[src/rtl/ppu_pkg.sv]
// Shared types and constants for the PPU VRAM arbiter: response tags, owner states,
// PPU mode encodings and the VRAM window base.
package ppu_pkg;

    typedef enum logic [1:0] {
        TAG_NONE = 2'd0,
        TAG_BG   = 2'd1,
        TAG_SPR  = 2'd2,
        TAG_CPU  = 2'd3
    } vram_tag_e;

    typedef enum logic [1:0] {
        OWN_BG    = 2'd0,
        OWN_DRAIN = 2'd1,
        OWN_SPR   = 2'd2
    } owner_e;

    localparam logic [1:0] MODE_HBLANK = 2'd0;
    localparam logic [1:0] MODE_VBLANK = 2'd1;
    localparam logic [1:0] MODE_OAM    = 2'd2;
    localparam logic [1:0] MODE_DRAW   = 2'd3;

    localparam logic [15:0] VRAM_BASE        = 16'h8000;
    localparam logic [7:0]  VRAM_LOCKED_READ = 8'hFF;

endpackage

[src/rtl/vram_tag_pipe.sv]
// Response tag shift register (one stage per cycle of memory latency) plus a count of
// reads still waiting for their data.
module vram_tag_pipe
    import ppu_pkg::*;
#(
    parameter  int DEPTH = 2,
    localparam int CW    = $clog2(DEPTH + 1)
) (
    input  logic            clk_i,
    input  logic            rst_i,
    input  vram_tag_e       push_tag_i,
    output vram_tag_e       tag_o,
    output logic [CW-1:0]   inflight_o
);

    vram_tag_e     tag_q [DEPTH];
    vram_tag_e     tag_d [DEPTH];
    logic [CW-1:0] cnt_q, cnt_d;
    logic          push_rd, pop_rd;

    // Writes push TAG_NONE, so any non-NONE tag is a read with data coming back.
    assign push_rd    = (push_tag_i != TAG_NONE);
    assign pop_rd     = (tag_q[DEPTH-1] != TAG_NONE);
    assign tag_o      = tag_q[DEPTH-1];
    assign inflight_o = cnt_q;

    always_comb begin
        tag_d[0] = push_tag_i;
        for (int i = 1; i < DEPTH; i++) tag_d[i] = tag_q[i-1];
        cnt_d = cnt_q;
        if (push_rd && !pop_rd)      cnt_d = cnt_q + CW'(1);
        else if (!push_rd && pop_rd) cnt_d = cnt_q - CW'(1);
    end

    always_ff @(posedge clk_i) begin
        if (rst_i) begin
            for (int i = 0; i < DEPTH; i++) tag_q[i] <= TAG_NONE;
            cnt_q <= '0;
        end else begin
            tag_q <= tag_d;
            cnt_q <= cnt_d;
        end
    end

endmodule

[src/rtl/ppu_vram_arbiter.sv]
// Shares the VRAM port between background fetcher, sprite fetcher and CPU, with the
// mode-3 CPU lock and sprite hand-off. Optional perf counters: define VRAM_ARB_PERF_EN.
module ppu_vram_arbiter
    import ppu_pkg::*;
#(
    parameter int MEM_LATENCY = 2,
    parameter int ADDR_W      = 16
) (
    input  logic              clk_in,
    input  logic              rst_in,
    input  logic [1:0]        ppu_mode_in,
    input  logic [ADDR_W-1:0] bg_addr_in,
    input  logic              bg_req_in,
    output logic              bg_gnt_out,
    output logic [7:0]        bg_data_out,
    output logic              bg_data_valid_out,
    input  logic              bg_busy_in,
    input  logic [ADDR_W-1:0] spr_addr_in,
    input  logic              spr_req_in,
    output logic              spr_gnt_out,
    output logic [7:0]        spr_data_out,
    output logic              spr_data_valid_out,
    input  logic              sprite_hit_in,
    input  logic              sprite_done_in,
    output logic              spr_owner_out,
    input  logic [ADDR_W-1:0] cpu_addr_in,
    input  logic [7:0]        cpu_wdata_in,
    input  logic              cpu_we_in,
    input  logic              cpu_req_in,
    output logic              cpu_ack_out,
    output logic [7:0]        cpu_rdata_out,
    output logic [12:0]       mem_addr_out,
    output logic              mem_en_out,
    output logic              mem_we_out,
    output logic [7:0]        mem_wdata_out,
    input  logic [7:0]        mem_data_in
`ifdef VRAM_ARB_PERF_EN
    ,
    output logic [15:0]       cpu_block_cnt_out,
    output logic [15:0]       drain_cnt_out
`endif
);

    localparam int CW = $clog2(MEM_LATENCY + 1);

    owner_e            own_q, own_d;
    vram_tag_e         tag_out, resp_tag, push_tag;
    logic [CW-1:0]     inflight;
    logic              cpu_pend_q, cpu_pend_d;
    logic              ack_q, ack_d, ack_ff_q, ack_ff_d;
    logic              bg_go, spr_go, cpu_eval, cpu_go, lock_go, drained;
    logic [ADDR_W-1:0] sel_addr;

    vram_tag_pipe #(.DEPTH(MEM_LATENCY)) u_tags (
        .clk_i      (clk_in),
        .rst_i      (rst_in),
        .push_tag_i (push_tag),
        .tag_o      (tag_out),
        .inflight_o (inflight)
    );

    assign resp_tag = rst_in ? TAG_NONE : tag_out;
    assign drained  = (inflight == '0) && !bg_busy_in;

    always_comb begin
        own_d    = own_q;
        push_tag = TAG_NONE;
        sel_addr = ADDR_W'(VRAM_BASE);
        case (own_q)
            OWN_BG:    if (sprite_hit_in)  own_d = OWN_DRAIN;
            OWN_DRAIN: if (drained)        own_d = OWN_SPR;
            OWN_SPR:   if (sprite_done_in) own_d = OWN_BG;
            default:                       own_d = OWN_BG;
        endcase

        // Background yields in the very cycle the hit is reported.
        bg_go    = !rst_in && bg_req_in && (own_q == OWN_BG) && !sprite_hit_in;
        spr_go   = !rst_in && spr_req_in && (own_q == OWN_SPR);
        cpu_eval = !rst_in && cpu_req_in && !cpu_pend_q;
        lock_go  = cpu_eval && (ppu_mode_in == MODE_DRAW);
        cpu_go   = cpu_eval && !lock_go && !bg_go && !spr_go;

        if (bg_go) begin
            push_tag = TAG_BG;
            sel_addr = bg_addr_in;
        end else if (spr_go) begin
            push_tag = TAG_SPR;
            sel_addr = spr_addr_in;
        end else if (cpu_go) begin
            sel_addr = cpu_addr_in;
            if (!cpu_we_in) push_tag = TAG_CPU;
        end

        // The CPU request stays high through its ack cycle, so keep it blocked until then.
        cpu_pend_d = (cpu_pend_q && !cpu_ack_out) || cpu_go || lock_go;
        ack_d      = (cpu_go && cpu_we_in) || lock_go;
        ack_ff_d   = lock_go && !cpu_we_in;
    end

    always_ff @(posedge clk_in) begin
        if (rst_in) begin
            own_q      <= OWN_BG;
            cpu_pend_q <= 1'b0;
            ack_q      <= 1'b0;
            ack_ff_q   <= 1'b0;
        end else begin
            own_q      <= own_d;
            cpu_pend_q <= cpu_pend_d;
            ack_q      <= ack_d;
            ack_ff_q   <= ack_ff_d;
        end
    end

    assign mem_en_out    = bg_go || spr_go || cpu_go;
    assign mem_we_out    = cpu_go && cpu_we_in;
    assign mem_wdata_out = mem_we_out ? cpu_wdata_in : 8'h00;
    assign mem_addr_out  = 13'(sel_addr - ADDR_W'(VRAM_BASE));

    assign bg_gnt_out         = bg_go;
    assign spr_gnt_out        = spr_go;
    assign bg_data_valid_out  = (resp_tag == TAG_BG);
    assign spr_data_valid_out = (resp_tag == TAG_SPR);
    assign bg_data_out        = bg_data_valid_out  ? mem_data_in : 8'h00;
    assign spr_data_out       = spr_data_valid_out ? mem_data_in : 8'h00;
    assign spr_owner_out      = !rst_in && (own_q == OWN_SPR);

    assign cpu_ack_out   = (ack_q && !rst_in) || (resp_tag == TAG_CPU);
    assign cpu_rdata_out = (resp_tag == TAG_CPU)   ? mem_data_in :
                           (ack_ff_q && !rst_in)   ? VRAM_LOCKED_READ : 8'h00;

`ifdef VRAM_ARB_PERF_EN
    logic [15:0] cpu_block_q, drain_q;

    always_ff @(posedge clk_in) begin
        if (rst_in) begin
            cpu_block_q <= 16'h0000;
            drain_q     <= 16'h0000;
        end else begin
            if (cpu_req_in && !cpu_go && (cpu_block_q != 16'hFFFF))
                cpu_block_q <= cpu_block_q + 16'd1;
            if ((own_q == OWN_DRAIN) && (drain_q != 16'hFFFF))
                drain_q <= drain_q + 16'd1;
        end
    end

    assign cpu_block_cnt_out = cpu_block_q;
    assign drain_cnt_out     = drain_q;
`endif

endmodule

[config.mk]
export PLATFORM = sky130hd
export DESIGN_NAME = ppu_vram_arbiter
export DESIGN_NICKNAME = d
export VERILOG_FILES = /design/src/rtl/ppu_pkg.sv /design/src/rtl/vram_tag_pipe.sv /design/src/rtl/ppu_vram_arbiter.sv
export SDC_FILE = /design/constraint.sdc
export NUM_CORES = 1
export LEC_CHECK = 0
export ABC_AREA = 1
export CAP_MARGIN = 20
export CORE_MARGIN = 8
export CORE_UTILIZATION = 26
export CTS_BUF_LIST = sky130_fd_sc_hd__clkbuf_2 sky130_fd_sc_hd__clkbuf_4 sky130_fd_sc_hd__clkbuf_8
export CTS_CLUSTER_DIAMETER = 150
export DETAILED_ROUTE_END_ITERATION = 8
export DONT_BUFFER_PORTS = 1
export PLACE_DENSITY_LB_ADDON = 0.3
export SYNTH_ARGS = -nofsm -noshare
export SYNTH_HDL_FRONTEND = slang
export SYNTH_SLANG_ARGS = --single-unit
[constraint.sdc]
create_clock -name clk_in -period 2.25 [get_ports clk_in]
set_input_delay 0.45 -clock clk_in [delete_from_list [all_inputs] [get_ports clk_in]]
set_output_delay 0.45 -clock clk_in [all_outputs]
set_load 0.05 [all_outputs]
======== After elaboration in Yosys (flattened, before gate mapping) ========
Cells that the tools add are included.
operators by class
  add/subtract/negate cells ............... 3
  multiply operators ...................... 0
  divide/modulo/power cells ............... 0
  $lt $le $gt $ge ......................... 0
  equality and inequality tests ........... 9
  shift-type cells ........................ 0
  mux-type cells .......................... 19
  bitwise logic cells ..................... 0
  reduce and logical (&&, ||, !) cells .... 43
operator list
  cell                                                  number
  2-to-1 mux 8 bit                                      5
  2-to-1 mux 13 bit                                     3
  logical AND 1 bit                                     20
  2-to-1 mux 2 bit                                      10
  subtractor 13 x 1 -> 13 bit (second input constant)   1
  zero test 1 bit                                       11
  equality test 2 bit (second input constant)           4
  logical OR 1 bit                                      6
  != test 2 bit (second input constant)                 3
  case mux 2 bit (3 select lines)                       1
  nonzero test 2 bit                                    3
  equality test 2 x 1 -> 1 bit (second input constant)  2
  zero test 2 bit                                       2
  AND reduction 3 bit                                   1
  adder 2 x 1 -> 2 bit (second input constant)          1
  subtractor 2 x 1 -> 2 bit (second input constant)     1
word-level totals
  flip-flop bits (word level) ............. 11
  latch bits .............................. 0
  bits in writable memories ............... 0
  memory bits (read-only) ................. 0
  bits of input ports ..................... 75
  output and inout bits ................... 53
  word-level logic and storage cells ...... 81
  memories ................................ 0

======== Depth between registers and ports, before layout ========
Gate-level depths: netlist (run 1).
  depth after elaboration ................. 16
  gate-level depth with buffers ........... 12
  gate-level depth less buffers ........... 12

======== Cells and area by module ========
From an unflattened synthesis (run 1), not the netlist that was laid out.
unflattened totals
  cell total of the unflattened synthesis .. 197
  area total of the unflattened synthesis .. 1,151.1 µm²
modules (own cells, without submodules)
  module            times used  cells each  area an instance (µm²)  seq. area each (µm²)
  ppu_vram_arbiter  1           165         915.9                   100.1
  vram_tag_pipe     1           32          235.2                   120.1

======== Least setup slack after synthesis (run 1) ========
No wires, ideal clock.
  kind .................................... input-to-output
  start point ............................. input port rst_in
  end point ............................... output port cpu_rdata_out[0]
  arrival time ............................ 1,997 ps
  data required time ...................... 1,800 ps
  setup slack ............................. -197 ps
  stages on the path ...................... 5
  buffers on the path ..................... 2
  cells stage by stage .................... buf_6 > inv_4 > nand3_1 > buf_4 > o21ai_0
between the ends
  word-level cells in the longest chain between the ends .. 4
  elaborated cells between the ends (all ways) .. 6
  classes of those cells .................. eq/ne (1); mux (3); reduce/logical (2)
RTL lines
  item                  RTL line                 text
  from (decl)           ppu_vram_arbiter.sv:10   input logic rst_in,
  zero test 1 bit       ppu_vram_arbiter.sv:129  (ack_ff_q && !rst_in) ? VRAM_LOCKED_READ : 8'h00;
  logical AND 1 bit     ppu_vram_arbiter.sv:129
  2-to-1 mux 8 bit      ppu_vram_arbiter.sv:129
  2-to-1 mux 8 bit (*)  ppu_vram_arbiter.sv:128  assign cpu_rdata_out = (resp_tag == TAG_CPU) ? mem_data_in :
  to (decl)             ppu_vram_arbiter.sv:31   output logic [7:0] cpu_rdata_out,
Every way passes the cells marked *; elsewhere a longest branch is shown, timed or not.

======== Worst setup path after layout (run 1) ========
  start point ............................. register own_q[0]
  end point ............................... output port mem_we_out
between the ends
  word-level cells in the longest chain between the ends .. 7
  elaborated cells between the ends (all ways) .. 10
  classes of those cells .................. eq/ne (1); reduce/logical (9)
RTL lines
  item                             RTL line                 text
  from (decl)                      ppu_vram_arbiter.sv:46   owner_e own_q, own_d;
  from (signal assigned)           ppu_vram_arbiter.sv:107  own_q <= own_d;
  zero test 2 bit                  ppu_vram_arbiter.sv:77   bg_go = !rst_in && bg_req_in && (own_q == OWN_BG) && !sprite_hit_in;
  logical AND 1 bit (2 in series)  ppu_vram_arbiter.sv:77
  zero test 1 bit                  ppu_vram_arbiter.sv:81   cpu_go = cpu_eval && !lock_go && !bg_go && !spr_go;
  logical AND 1 bit                ppu_vram_arbiter.sv:81
  logical AND 1 bit (*)            ppu_vram_arbiter.sv:81
  logical AND 1 bit (*)            ppu_vram_arbiter.sv:115  assign mem_we_out = cpu_go && cpu_we_in;
  to (decl)                        ppu_vram_arbiter.sv:34   output logic mem_we_out,
Marked as above.

==> results.sh, run 1 <==
export IMPL_status="completed"
export IMPL_hold_viol=0
export IMPL_rsz0062_at_grt="no"
export IMPL_tritoncts="done"
export IMPL_seqPwrFrac_pct=31.6
export IMPL_grt_pass1_vias=1356
export IMPL_diodes=0
export IMPL_p_clk_share_pct=29.7
export IMPL_ctsResizeCount=0
export IMPL_row_count=24
export IMPL_area_growth_syn_to_layout_pct=33.37
export IMPL_setup_viol=0
export IMPL_cp_end_kind="output port"
export IMPL_synth_async_reset_ratio_pct=0
export IMPL_power_leakage_nw=0.8973
export IMPL_p_sw_share_pct=39.54
export IMPL_grt_pass1_wl_um=6437
export IMPL_syn_num_nets=265
export IMPL_cts_made_buffers=3
export IMPL_dpl_cell_count=278
export IMPL_max_freq_mhz=479.5
export IMPL_core_area_um2=4384
export IMPL_antenna_left=0
export IMPL_grt_usage_pct=10.70
export IMPL_layout_drive_gt1_share_pct=34.35
export IMPL_synth_area_leaders="dfxtp_1 (18%), inv_1 (11%), nor2_1 (11%)"
export IMPL_dpl_hpwl_um=3506
export IMPL_tightest_slew_ns=0.4976
export IMPL_synth_edf_count=0
export IMPL_clockBufferDepth=2
export IMPL_drv_cap=0
export IMPL_critPathLaunchType="flop"
export IMPL_clk_pin_slew_worst_paths_ns=0.05
export IMPL_final_util_pct=36.39
export IMPL_synth_top_area_cell="dfxtp_1"
export IMPL_synth_cells=189
export IMPL_first_pass_iters=3
export IMPL_vias=1316
export IMPL_ys_ff_latch=11
export IMPL_p_switching_uw=274.0
export IMPL_drv_slew=0
export IMPL_cts_root_buffer="clkbuf_8"
export IMPL_avgSynthCellArea_um2=6.329
export IMPL_synthFlopType="dfxtp_1"
export IMPL_cts_sinks=11
export IMPL_p_comb_share_pct=38.7
export IMPL_slew_headroom_pct=66.75
export IMPL_critPathMaxFanout=12
export IMPL_intPower_uw=419.1
export IMPL_syn_area_um2=1196
export IMPL_htreeDepth=1
export IMPL_powerDensity_nw_per_um2=434.5
export IMPL_die_area_um2=7027
export IMPL_antenna_found_initial=0
export IMPL_wirelength_um=4006
export IMPL_synth_distinct_cells=27
export IMPL_clk_insertion_delay_late_ns=0.24
export IMPL_hold_path_cell_count=1
export IMPL_routabilityCongestion=0.7134
export IMPL_cts_setup_buffers=0
export IMPL_yosysWarnings=0
export IMPL_avgViaCountPerCell=4.667
export IMPL_port_buffers=0
export IMPL_die_height_um=83.83
export IMPL_drt_iter0_drc=45
export IMPL_die_x_um=83.83
export IMPL_io_pins=128
export IMPL_vdd_drop_max_mv=0.2342
export IMPL_nets=307
export IMPL_min_period_ns=2.086
export IMPL_total_power_uw=693.1
export IMPL_post_drt_wl_per_cell_um=14.21
export IMPL_grt_max_degree=18
export IMPL_period_share_pct=92.69
export IMPL_seq_area_frac_synth_pct=18.41
export IMPL_crit_required_ns=1.80
export IMPL_fin_tns_setup_ns=0
export IMPL_reg2regPathDepth=9
export IMPL_hold_slack_ns=0.2763
export IMPL_finalClockSkew_ns=0.003167
export IMPL_hold_class="in2reg"
export IMPL_reg2reg_from="own_q[0]$_SDFFE_PP0P_"
export IMPL_drc_errors=0
export IMPL_post_layout_nonfiller_instances=282
export IMPL_cts_hold_buf=0
export IMPL_min_from="rst_in"
export IMPL_synth_top_area_share_pct=18.41
export IMPL_crit_start="own_q[0]$_SDFFE_PP0P_"
export IMPL_critPathArrivalTime_ns=1.64
export IMPL_synth_common_cells="inv_1 (35), nor2_1 (35), nand2_1 (27), nand4_1 (14), o21ai_0 (13)"
export IMPL_grt_overflow_total=0
export IMPL_worstSetupPathType="reg2out"
export IMPL_initial_core_util_pct=27.28
[power groups by stage]
stage                     Clock, mW  Combinational [mW]  Sequential [mW]
after floorplan                   0               0.222            0.221
after global placement            0               0.269            0.222
after detailed placement          0               0.271            0.223
after CTS                     0.211               0.271            0.219
after global routing          0.219               0.290            0.222
final                         0.206               0.268            0.219
[sequential cells by signal, summed over array words and instances (netlist names)]
register,count
u_tags.tag_o,2
cpu_pend_q,1
u_tags.tag_d,2
ack_ff_q,1
ack_q,1
own_q,2
u_tags.inflight_o,2
[stage by stage]
stage	setup slack (ns)	area (µm²)
2_1_floorplan	-0.1968	1196
3_3_place_gp	0.3289	1546
3_5_place_dp	0.3321	1546
4_1_cts	0.1494	1595
5_1_grt	0.02079	1595
6_report	0.1644	1595
[worst paths after layout]
| kind | end | slack [ns] |
|---|---|---|
| worst max register to register | u_tags.inflight_o[1]$_SDFFE_PP0P_ | 0.42 |
| worst min-delay path | own_q[1]$_SDFFE_PP0P_ | 0.28 |
| worst max-delay path | mem_we_out | 0.16 |
| worst min register to register | u_tags.tag_o[1]$_SDFF_PP0_ | 0.40 |
[cell families (layout without fill, tap and decap cells)]
| family | after synthesis | in the layout | share of synthesized area (%) |
|---|---|---|---|
| compound gates | 19 | 19 | 8.264 |
| fa+ha+maj | 1 | 1 | 1.046 |
| buf+inv | 45 | 86 | 18.20 |
| flops | 11 | 11 | 18.41 |
| simple gates | 113 | 113 | 54.08 |
[worst max-delay path: stages, from the launching register on]
cell	delay (ns)
dfxtp_1	0.39
nor2_1	0.10
nand3_4	0.13
buf_4	0.21
nand4_4	0.18
inv_1	0.38
[routing by layer]
metal / vias up / GRT usage (%) / wire length [µm]
met3: 2 / 6.348 / 493
li1: 681 / - / -
met4: 0 / 1.884 / 14
met1: 566 / 11.51 / 1615
met2: 67 / 17.75 / 1882
met5: - / 0 / 0
[placed cells by master, fill, tap and decap left out, types with 3 or more instances in the layout]
cell type   n
a21oi_1     4
buf_4      42
clkbuf_8    3
dfxtp_1    11
inv_1      35
nand2_1    27
nand2_2     9
nand3_1     8
nand3_2    10
nand4_1    14
nor2_1     35
o21ai_0     5
o21ai_1     8
[layout make-up]
type / instances / area (µm²)
multi-input cells: 133 / 758.2
fillers: 474 / 2789
flip-flops and latches: 11 / 220.2
inverters: 38 / 147.6
well taps: 52 / 65.06
clock buffers: 4 / 48.80
repair buffers: 44 / 355.3
Power figures use the tool's default switching activity.
==> run 2: changes to the inputs <==
--- a/config.mk
+++ b/config.mk
@@ -5,7 +5,6 @@
 export SDC_FILE = /design/constraint.sdc
 export NUM_CORES = 1
 export LEC_CHECK = 0
-export ABC_AREA = 1
 export CAP_MARGIN = 20
 export CORE_MARGIN = 8
 export CORE_UTILIZATION = 26
==> constraint.sdc (replaced) <==
create_clock -name clk_in -period 2.25 [get_ports clk_in]
set_input_delay 0.45 -clock clk_in [delete_from_list [all_inputs] [get_ports clk_in]]
set_output_delay 0.45 -clock clk_in [all_outputs]
set_load 0.01 [all_outputs]
==> results.sh, run 2 <==
export IMPL_status="completed"
export IMPL_synth_edf_count=0
export IMPL_synth_distinct_cells=32
export IMPL_diodes=0
export IMPL_final_common_cell="nand2_1"
export IMPL_worstSetupPathType="reg2out"
export IMPL_grt_overflow_total=0
export IMPL_total_power_uw=599.0
export IMPL_core_area_um2=4029
export IMPL_synth_async_reset_ratio_pct=0
export IMPL_antenna_left=0
export IMPL_io_pins=128
export IMPL_clockBufferDepth=2
export IMPL_wirelength_met1_um=1750
export IMPL_die_x_um=80.89
export IMPL_syn_area_um2=1095
export IMPL_area_growth_syn_to_layout_pct=13.83
export IMPL_synth_top_area_share_pct=20.11
export IMPL_die_area_um2=6543
export IMPL_critPathMaxStageDelay_ns=0.45
export IMPL_setup_viol=0
export IMPL_routabilityCongestion=0.7685
export IMPL_seq_area_frac_synth_pct=20.11
export IMPL_fin_tns_setup_ns=0
export IMPL_dr_wl_met2_um=2019
export IMPL_setup_ws_ns=0.1296
export IMPL_finalClockSkew_ns=0.001376
export IMPL_powerDensity_nw_per_um2=480.6
export IMPL_clk_insertion_delay_late_ns=0.23
export IMPL_drt_iter0_drc=79
export IMPL_drc_errors=0
export IMPL_cts_root_buffer="clkbuf_8"
export IMPL_layout_drive_gt1_share_pct=13.10
export IMPL_n_fill_cell=441
export IMPL_power_leakage_nw=0.4282
export IMPL_max_freq_mhz=471.6
export IMPL_critPathMaxFanout=15
export IMPL_hold_class="in2reg"
export IMPL_min_period_ns=2.120
export IMPL_synth_common_cells="nand2_1 (18), and2_1 (16), a31oi_1 (13), nand4_1 (13), nor3_1 (13)"
export IMPL_hold_viol=0
export IMPL_grt_usage_pct=11.92
export IMPL_cp_end_kind="output port"
export IMPL_yosysWarnings=0
export IMPL_htreeDepth=1
export IMPL_critPathLaunchType="flop"
export IMPL_cts_sinks=11
export IMPL_place_ws_ns=0.1428
export IMPL_critPathArrivalTime_ns=1.67
export IMPL_antenna_found_initial=0
export IMPL_cts_setup_buffers=0
export IMPL_avgViaCountPerCell=5.683
export IMPL_final_cell_mix="nand2_1 (18), and2_1 (16), buf_4 (15)"
export IMPL_cp_top_family="simple AND/OR/NAND/NOR gates"
export IMPL_synth_top_area_cell="dfxtp_1"
export IMPL_grt_max_degree=22
export IMPL_slowest_stage="or3b_1"
export IMPL_synth_cells=164
export IMPL_synthFlopType="dfxtp_1"
export IMPL_drv_cap=0
export IMPL_post_drt_wl_per_cell_um=19.89
export IMPL_crit_required_ns=1.80
export IMPL_syn_num_nets=240
export IMPL_crit_chain="or3b_1, or2_4, a31oi_1, buf_4"
export IMPL_ys_ff_latch=11
export IMPL_wirelength_um=4336
export IMPL_dpl_hpwl_um=3515
export IMPL_wl_met3_um=566
export IMPL_drv_slew=0
export IMPL_port_buffers=0
export IMPL_tightest_slew_ns=0.4812
export IMPL_slew_headroom_pct=67.89
export IMPL_highest_layer="met3"
export IMPL_first_pass_iters=4
export IMPL_synth_most_common_cell="nand2_1"
export IMPL_synth_area_leaders="dfxtp_1 (20%), and2_1 (9.1%), nor3b_1 (7.5%)"
export IMPL_avgSynthCellArea_um2=6.676
export IMPL_cts_made_buffers=3
export IMPL_initial_core_util_pct=27.17
export IMPL_path_buf_inv=1
export IMPL_period_share_pct=94.24
export IMPL_row_count=23
export IMPL_vdd_drop_max_mv=0.1320
export IMPL_die_height_um=80.89
export IMPL_grt_pass1_wl_um=6285
export IMPL_grt_pass1_vias=1342
export IMPL_vias=1239
export IMPL_nets=245
export IMPL_clk_pin_slew_worst_paths_ns=0.05
export IMPL_rsz0062_at_grt="no"
export IMPL_tritoncts="done"
## run 2: changes by cell type in the layout (fill, tap and decap cells not counted), moves of 3 or more
cell	previous run	this run
buf_4	42	15
a31oi_1	1	13
nor3b_1	0	11
and2_1	0	16
nor3_1	0	13
a21oi_1	4	12
o21ai_0	5	2
inv_1	35	3
nand2_1	27	18
nand3_2	10	0
o21ai_1	8	0
nor2_1	35	8
nand2_2	9	0
## run 2: timing repair
| action | in CTS | in global routing |
|---|---|---|
| hold buffers | 0 | 0 |
| resized for setup | 1 | 1 |
| setup endpoints to repair | 13 | 13 |
## run 2: stage by stage
stage	hold WS, ns	util, %	std cells	cell area (µm²)
CTS	0.2759	30.87	218	1244
detailed placement	0.4263	29.66	214	1195
floorplan	0.4138	-	164	1097
global route	0.2761	30.93	218	1246
finish	0.2840	30.93	218	1246
global placement	0.4224	29.66	214	1195
## run 2: layer usage
metal | track usage (%) | up-vias
met4 | 1.786 | 0
met5 | 0 | -
met1 | 13.69 | 553
met2 | 20.21 | 79
met3 | 5.408 | 0
li1 | - | 607
## run 2: logic make-up (layout without fill, tap and decap cells)
family,count (synthesis),in the layout,share of synthesized area [%]
AOI/OAI and AO/OA,33,33,17.94
xor gates and xnor gates,2,2,1.600
adders and majority gates,1,1,1.143
buffers and inverters,18,22,7.885
DFF,11,11,20.11
and+or+nand+nor,99,99,51.32
## run 2: area by class of cell
cell class	instances	area [µm²]	area share [%]
clock buffer	4	48.80	3.916
sequential	11	220.2	17.67
timing repair buffer	15	112.6	9.036
tap	50	62.56	5.020
inverter	3	11.26	0.9036
multi-input combinational	135	790.8	63.45
## run 2: worst paths after layout
path | from | endpoint | slack, ns | depth (start not counted)
setup / recovery | own_q[1]$_SDFFE_PP0P_ | mem_addr_out[12] | 0.13 | 4
hold / removal | cpu_we_in | ack_ff_q$_SDFF_PP0_ | 0.28 | 1
setup reg to reg | own_q[1]$_SDFFE_PP0P_ | u_tags.inflight_o[1]$_SDFFE_PP0P_ | 0.26 | 6
hold reg to reg | u_tags.tag_d[1]$_SDFF_PP0_ | u_tags.tag_o[1]$_SDFF_PP0_ | 0.44 | 1
## run 2: where the power goes
group | leakage (nW) | switching, mW | internal [mW]
sequential | 0.0902 | 0.0158 | 0.213
clock | 0.0262 | 0.0693 | 0.136
combinational | 0.312 | 0.0970 | 0.0678
total | 0.428 | 0.182 | 0.417
